$ cat config.mk
export PLATFORM = sky130hd
export DESIGN_NAME = im_loader
export DESIGN_NICKNAME = d
export VERILOG_FILES = /design/src/rtl/im_loader.sv
export SDC_FILE = /design/constraint.sdc
export NUM_CORES = 1
export LEC_CHECK = 0
export CAP_MARGIN = 15
export CORE_UTILIZATION = 50
export DETAILED_ROUTE_END_ITERATION = 10
export HOLD_SLACK_MARGIN = 0.1
export PLACE_DENSITY = 0.75
export SYNTH_ARGS = -nofsm -noshare
export SYNTH_HDL_FRONTEND = slang
export SYNTH_SLANG_ARGS = --single-unit
export TNS_END_PERCENT = 50
$ cat constraint.sdc
create_clock -name clk -period 5.17 [get_ports clk]
set_input_delay 1.2925 -clock clk [delete_from_list [all_inputs] [get_ports clk]]
set_output_delay 1.2925 -clock clk [all_outputs]
set_load 0.05 [all_outputs]
$ cat src/rtl/im_loader.sv
// Instruction-memory loader: takes a framed byte stream (length, big-endian words,
// XOR trailer), writes words from address 0 upward and holds the CPU while loading.
module im_loader #(
   parameter int DEPTH  = 32,
   parameter int ADDR_W = 16
) (
   input  logic              clk,
   input  logic              rst_n,
   input  logic              start,
   input  logic              abort,
   input  logic              in_valid,
   input  logic [7:0]        in_data,
   output logic              in_ready,
   output logic              we,
   output logic [ADDR_W-1:0] waddr,
   output logic [15:0]       wdata,
   output logic              busy,
   output logic              cpu_hold,
   output logic              done,
   output logic              err,
   output logic [ADDR_W-1:0] words_written
);

   typedef enum logic [2:0] {
      S_IDLE, S_LEN_HI, S_LEN_LO, S_DATA_HI, S_DATA_LO, S_CHECK, S_DONE, S_ERR
   } state_t;

   state_t            state_q, state_d;
   logic [7:0]        len_hi_p0, hi_byte_p0, csum_p0;
   logic [15:0]       len_p0;
   logic [ADDR_W-1:0] ww_p0;
   logic              vld_p1;
   logic [ADDR_W-1:0] waddr_p1;
   logic [15:0]       wdata_p1;

   logic              xfer, arm, last_word;
   logic [15:0]       len_in;
   logic [ADDR_W-1:0] ww_inc;

   // Word counter never wraps past the memory size.
   function automatic logic [ADDR_W-1:0] sat_inc(input logic [ADDR_W-1:0] v);
      if (v >= ADDR_W'(DEPTH)) return v;
      else                     return v + ADDR_W'(1);
   endfunction

   assign xfer      = in_valid && in_ready;
   assign arm       = start && !abort &&
                      (state_q == S_IDLE || state_q == S_DONE || state_q == S_ERR);
   assign len_in    = {len_hi_p0, in_data};
   assign ww_inc    = sat_inc(ww_p0);
   assign last_word = (ww_inc == ADDR_W'(len_p0));

   always_ff @(posedge clk or negedge rst_n) begin
      if (!rst_n) state_q <= S_IDLE;
      else        state_q <= state_d;
   end

   always_comb begin
      state_d = state_q;
      if (abort) begin
         state_d = S_IDLE;
      end else begin
         case (state_q)
            S_IDLE, S_DONE, S_ERR: if (start) state_d = S_LEN_HI;
            S_LEN_HI:  if (xfer) state_d = S_LEN_LO;
            S_LEN_LO: if (xfer) begin
               if (len_in > 16'(DEPTH))  state_d = S_ERR;
               else if (len_in == 16'd0) state_d = S_CHECK;
               else                      state_d = S_DATA_HI;
            end
            S_DATA_HI: if (xfer) state_d = S_DATA_LO;
            S_DATA_LO: if (xfer) state_d = last_word ? S_CHECK : S_DATA_HI;
            S_CHECK:   if (xfer) state_d = (in_data == csum_p0) ? S_DONE : S_ERR;
            default:   state_d = S_IDLE;
         endcase
      end
   end

   always_comb begin
      in_ready = 1'b0;
      busy     = 1'b0;
      done     = 1'b0;
      err      = 1'b0;
      case (state_q)
         S_LEN_HI, S_LEN_LO, S_DATA_HI, S_DATA_LO, S_CHECK: begin
            in_ready = 1'b1;
            busy     = 1'b1;
         end
         S_DONE:  done = 1'b1;
         S_ERR:   err  = 1'b1;
         default: ;
      endcase
   end

   assign cpu_hold = busy;

   // Stage p0: byte capture and running XOR; stage p1: registered memory write.
   // An abort in the same cycle as the low byte suppresses that write.
   always_ff @(posedge clk or negedge rst_n) begin
      if (!rst_n) begin
         len_hi_p0  <= '0;
         len_p0     <= '0;
         hi_byte_p0 <= '0;
         csum_p0    <= '0;
         ww_p0      <= '0;
         vld_p1     <= 1'b0;
         waddr_p1   <= '0;
         wdata_p1   <= '0;
      end else begin
         vld_p1 <= 1'b0;
         if (arm) begin
            csum_p0 <= '0;
            ww_p0   <= '0;
            len_p0  <= '0;
         end else if (xfer && !abort) begin
            if (state_q != S_CHECK) csum_p0 <= csum_p0 ^ in_data;
            case (state_q)
               S_LEN_HI:  len_hi_p0  <= in_data;
               S_LEN_LO:  len_p0     <= len_in;
               S_DATA_HI: hi_byte_p0 <= in_data;
               S_DATA_LO: begin
                  vld_p1   <= 1'b1;
                  waddr_p1 <= ww_p0;
                  wdata_p1 <= {hi_byte_p0, in_data};
                  ww_p0    <= ww_inc;
               end
               default: ;
            endcase
         end
      end
   end

   assign we            = vld_p1;
   assign waddr         = waddr_p1;
   assign wdata         = wdata_p1;
   assign words_written = ww_p0;

endmodule

==> results of run 1 <==
cell usage after synthesis (all sizes together) (4+ instances only):
| cell | count | area [um2] |
|---|---|---|
| nor2 | 18 | 67.6 |
| clkbuf | 22 | 82.6 |
| mux2 | 20 | 225 |
| or4 | 4 | 37.5 |
| nor4 | 7 | 58.8 |
| nor2b | 10 | 62.6 |
| nand4 | 4 | 25.0 |
| a21oi | 7 | 35.0 |
| nor3 | 6 | 30.0 |
| xor2 | 12 | 105 |
| buf | 6 | 33.8 |
| and3 | 8 | 50.1 |
| dfrtp | 92 | 2300 |
| nand2 | 122 | 458 |
| o21ai | 41 | 205 |
| nand3 | 6 | 30.0 |
| nand2b | 10 | 62.6 |
| inv | 8 | 30.0 |
| xnor2 | 12 | 105 |
power by group through the flow:
stage / registers [mW] / clock network (mW) / logic, mW
2_1_floorplan: 0.889 / 0 / 0.211
3_3_place_gp: 0.888 / 0 / 0.302
3_5_place_dp: 0.896 / 0 / 0.310
4_1_cts: 0.881 / 0.448 / 0.312
5_1_grt: 0.893 / 0.480 / 0.341
6_report: 0.881 / 0.437 / 0.311
flip-flops by register name, indices dropped and copies added, names as in the netlist:
register and cells:
len_p0 16, len_hi_p0 8, wdata 16, we 1, waddr 16, csum_p0 8
hi_byte_p0 8, words_written 16, state_q 3
worst max-delay path by stage:
stage	startpoint	endpoint	slack, ps	cells after the start
final	state_q[1]	cpu_hold	1400	3
after global routing	state_q[1]	cpu_hold	1190	3
after CTS	state_q[1]	cpu_hold	1400	3
after detailed placement	in_data[4]	state_q[1]	1610	7
after global placement	in_data[4]	state_q[1]	1680	7
after floorplan	state_q[2]	cpu_hold	1920	4
logic make-up (layout without fill, tap and decap cells):
family                     Yosys count  in the layout  share of synthesized area [%]
and+or+nand+nor                    199            199                           21.4
AOI/OAI and AO/OA                   70             70                           9.79
xor gates and xnor gates            24             24                           4.93
adders and majority gates            3              3                          0.880
muxes                               21             21                           5.51
DFF                                 92             92                           54.0
buffers and inverters               37             95                           3.52
cell type report:
cell class	count	area (um2)
Clock buffer	11	141
Tap cell	105	131
Clock inverter	5	36.3
Sequential cell	92	2300
Timing Repair Buffer	70	688
Multi-Input combinational cell	317	1820
Inverter	9	33.8
Fill cell	685	3060
worst reg2reg max path: stages, from the launching register on:
cell     delay, ps
dfrtp_1        570
nor3_1         300
a21oi_1        160
nor3b_4        580
buf_4          380
nor2b_1        100
mux2_2         270
layer usage:
metal / share of wire, % / up-vias / global-route usage (%)
li1: - / 1605 / -
met4: 1.5 / 0 / 7.69
met2: 48 / 70 / 37.9
met1: 47 / 1693 / 32.5
met3: 3.4 / 14 / 4.27
met5: 0 / - / 0
==> results.cfg, run 1 <==
[status]
status = finished clean

[sta]
period_share_pct = 72.9
maxSlewHeadroom_pct = 53.2
tns_ps = 0
setup-violations-final = 0
hold_viol_final = 0
drv_slew = 0
rsz0062_at_grt = no
hold_ws_ps = 477
worst_slack_ps = 1400
period_needed_ps = 3770
tightestPinTransition_ps = 702
finClkSkew_ps = 10.1
fmax_mhz = 265

[placed_design]
dp_cells = 593
port_buffers = 66
dpl_cell_area_um2 = 4980
gp_congestion = 0.871
dp_hpwl_um = 6630
place_ws_ps = 1610

[worst_setup_path]
max_stage_delay_ps = 910
worstSetupEndpointType = output port
r2r_cells = 6
r2r_slack_ps = 2700
path_cells = nor3_1 > a21oi_1 > clkdlybuf4s50_1
r2r_start = state_q[1]
r2r-end = waddr[8]
worst_setup_path_start_kind = flop
slowest_stage = clkdlybuf4s50_1
cp.arrival_ps = 2470
cp_num_buf_inv = 1
path_max_fanout = 18
cp_top_family = buffers and inverters
worstSetupPathType = reg -> out
cp.required_ps = 3880

[logic_synthesis]
yosys_warnings = 0
netlist_area_um2 = 4270
synth_area_per_cell_um2 = 9.57
synthArstFlopShare_pct = 100
synth-main-ff-cell = dfrtp_1
syn_inst = 446
synth_cell_type_count = 46
synth-seq-cells = 92
synth-edff-count = 0
seq_area_frac_synth_pct = 54.0
synth_nets = 462

[min_path]
whs_endpoint = wdata[14]
hp-start = hi_byte_p0[6]
holdPathStages = 2
hp-class = reg -> reg

[floorplanning]
die_x_um = 94.4
rows = 33
ios = 67
fp.coreArea_um2 = 8220
die_h_um = 94.4
dieArea_um2 = 8910
start_util_pct = 51.9

[cts]
cts_buffers = 9
clock_sinks = 92
post_cts.repair.setup_buffers = 0
postCtsHoldBufs = 0
post_cts_resized = 0
cts_root_buffer = clkbuf_8
clk_latency_ps = 360
cts_tree = built
clk_path_buf_depth = 2
cts.clk_slew.worst_paths_ps = 90
cts_max_level = 3

[layout]
antenna_cells = 0
final_common_cell = nand2_1
final_cell_mix = nand2_1 (122), dfrtp_1 (92), clkdlybuf4s50_1 (65)
final_area_um2 = 5150
layout-drive-gt1-share_pct = 9.13
post-route-util_pct = 62.7
syn_to_final_growth_pct = 20.8
fin_cells = 609
finalNetCount = 515

[power_and_ir_drop]
p_int_mw = 1.13
swShare_pct = 30.7
clkPwrFrac_pct = 26.8
p_switching_mw = 0.500
fin_total_pwr_mw = 1.63
seq_power_share_pct = 54.1
vdd_drop_max_uv = 195
p_leak_nw = 2.44
power_density_nw_per_um2 = 316
pwr-share-comb_pct = 19.1

[routing]
drc = 0
drt_wl_total_um = 9580
vias = 3382
routedWlPerCell_um = 15.7
dr.pass1.iters = 4
drt-initial-drc-count = 177
vias_per_cell = 5.55
ant_nets = 0

[grt]
track_usage_pct = 23.6
grt_pass1_vias = 3233
grt_overflow = 0
antenna_found_initial = 0
grt_max_degree = 58
grt_pass1_wl_um = 16100

[run]
cap_violations = 0
Note: power is estimated with default switching activity, not from simulation.
==> run 2, diff against run 1 <==
--- a/config.mk
+++ b/config.mk
@@ -6,7 +6,7 @@
 export NUM_CORES = 1
 export LEC_CHECK = 0
 export CAP_MARGIN = 15
-export CORE_UTILIZATION = 50
+export CORE_UTILIZATION = 48
 export DETAILED_ROUTE_END_ITERATION = 10
 export HOLD_SLACK_MARGIN = 0.1
 export PLACE_DENSITY = 0.75
==> constraint.sdc (replaced) <==
create_clock -name clk -period 3.1 [get_ports clk]
set_input_delay 0.775 -clock clk [delete_from_list [all_inputs] [get_ports clk]]
set_output_delay 0.775 -clock clk [all_outputs]
set_load 0.05 [all_outputs]
==> run 2 against run 1 <==
Net effect: clock power increased by 99%; die area increased by 4.1%; count of clock-buffer cells in the layout unchanged; design area increased by 2.7%; via count decreased by 0.30%; worst hold slack got worse by 24 ps; total power increased by 76%; non-clock buffer count increased by 11; core utilization decreased by 1.8 points; sequential power increased by 66%; final cell count increased by 2.1%; register-to-register slack got worse by 2000 ps; critical endpoint is now busy; largest cell class unchanged; largest power group unchanged.
==> results.cfg, run 2 (synthesis results as in run 1) <==
[cts]
cts_buffers = 9
clk_latency_ps = 350
clk_path_buf_depth = 2
cts_root_buffer = clkbuf_8
cts_tree = built
cts_max_level = 3
post_cts.repair.setup_buffers = 0
cts.clk_slew.worst_paths_ps = 90
clock_sinks = 92
postCtsHoldBufs = 0
post_cts_resized = 0

[routing]
drc = 0
drt-initial-drc-count = 186
drt_wl_total_um = 9670
dr.pass1.iters = 4
vias = 3372
vias_per_cell = 5.42
routedWlPerCell_um = 15.6
ant_nets = 0

[floorplanning]
fp.coreArea_um2 = 8680
dieArea_um2 = 9270
start_util_pct = 49.2
rows = 34
die_x_um = 96.3
ios = 67
die_h_um = 96.3

[sta]
period_share_pct = 94.0
setup-violations-final = 0
hold_viol_final = 0
drv_slew = 0
period_needed_ps = 2910
finClkSkew_ps = 12.7
tns_ps = 0
hold_ws_ps = 453
rsz0062_at_grt = no
worst_slack_ps = 186
maxSlewHeadroom_pct = 56.5
tightestPinTransition_ps = 652
fmax_mhz = 343

[worst_setup_path]
max_stage_delay_ps = 830
slowest_stage = clkdlybuf4s50_1
worstSetupPathType = reg -> out
path_max_fanout = 18
worst_setup_path_start_kind = flop
cp.arrival_ps = 2140
path_cells = nor3_1 > a21oi_1 > clkdlybuf4s50_1
cp_top_family = buffers and inverters
cp_num_buf_inv = 1
worstSetupEndpointType = output port
cp.required_ps = 2320

[min_path]
hp-class = in -> async

[status]
status = finished clean

[layout]
final_common_cell = nand2_1
antenna_cells = 0
finalNetCount = 526
final_cell_mix = nand2_1 (122), dfrtp_1 (92), clkdlybuf4s50_1 (63)
final_area_um2 = 5290
layout-drive-gt1-share_pct = 11.3
syn_to_final_growth_pct = 24.0

[power_and_ir_drop]
power_density_nw_per_um2 = 542
fin_total_pwr_mw = 2.87
vdd_drop_max_uv = 353
p_leak_nw = 2.53

[placed_design]
place_ws_ps = 212
dp_hpwl_um = 6790
port_buffers = 66
dpl_cell_area_um2 = 5080
gp_congestion = 0.844

[grt]
grt_pass1_vias = 3184
track_usage_pct = 23.0
grt_overflow = 0
grt_max_degree = 52
antenna_found_initial = 0
grt_pass1_wl_um = 16000

[run]
cap_violations = 0
## run 2: changes by cell type in the layout (fill, tap and decap cells not counted), sizes merged
cell	change
clkinv	+1
clkdlybuf4s50	-2
inv	-1
bufinv	+2
buf	+13
clkinvlp	-3
## run 2: path summary, 6_finish.rpt
kind | from | end | slack [ps] | cells after the start
worst max-delay path | state_q[1] | busy | 190 | 3
worst min-delay path | rst_n | waddr[14] | 450 | 1
worst max register to register | words_written[10] | state_q[1] | 720 | 5
worst min register to register | hi_byte_p0[7] | wdata[15] | 460 | 2
max in group asynchronous | rst_n | len_p0[10] | 2000 | 2
min in group clk | hi_byte_p0[7] | wdata[15] | 460 | 2
## run 2: area by class of cell
class	instances	area [um2]
clock buffers	11	141
flip-flops and latches	92	2300
fillers	729	3390
well taps	108	135
multi-input cells	317	1810
repair buffers	81	791
clock inverters	4	73.8
inverters	9	33.8
## run 2: power breakdown
group / switching [mW] / internal [mW]
combinational: 0.302 / 0.237
sequential: 0.114 / 1.35
clock: 0.395 / 0.472
total: 0.812 / 2.06
## run 2: routing by layer
metal,vias to the layer above,track usage (%),wire length (um)
met3,15,3.48,335
li1,1632,-,-
met4,0,8.08,166
met1,1652,32.3,4400
met5,-,0,0
met2,73,36.2,4780
## run 2: through the flow
stage | util, % | std cells
detailed placement | 58.5 | 607
global route | 61.0 | 622
floorplan | - | 446
finish | 61.0 | 622
global placement | 58.5 | 607
CTS | 61.0 | 622
==> run 3, diff against run 2 <==
--- a/config.mk
+++ b/config.mk
@@ -5,6 +5,7 @@
 export SDC_FILE = /design/constraint.sdc
 export NUM_CORES = 1
 export LEC_CHECK = 0
+export ABC_AREA = 0
 export CAP_MARGIN = 15
 export CORE_UTILIZATION = 48
 export DETAILED_ROUTE_END_ITERATION = 10
@@ -13,4 +14,3 @@
 export SYNTH_ARGS = -nofsm -noshare
 export SYNTH_HDL_FRONTEND = slang
 export SYNTH_SLANG_ARGS = --single-unit
-export TNS_END_PERCENT = 50
==> results of run 3 <==
Final layout, timing and power as in run 2 (identical DEF).
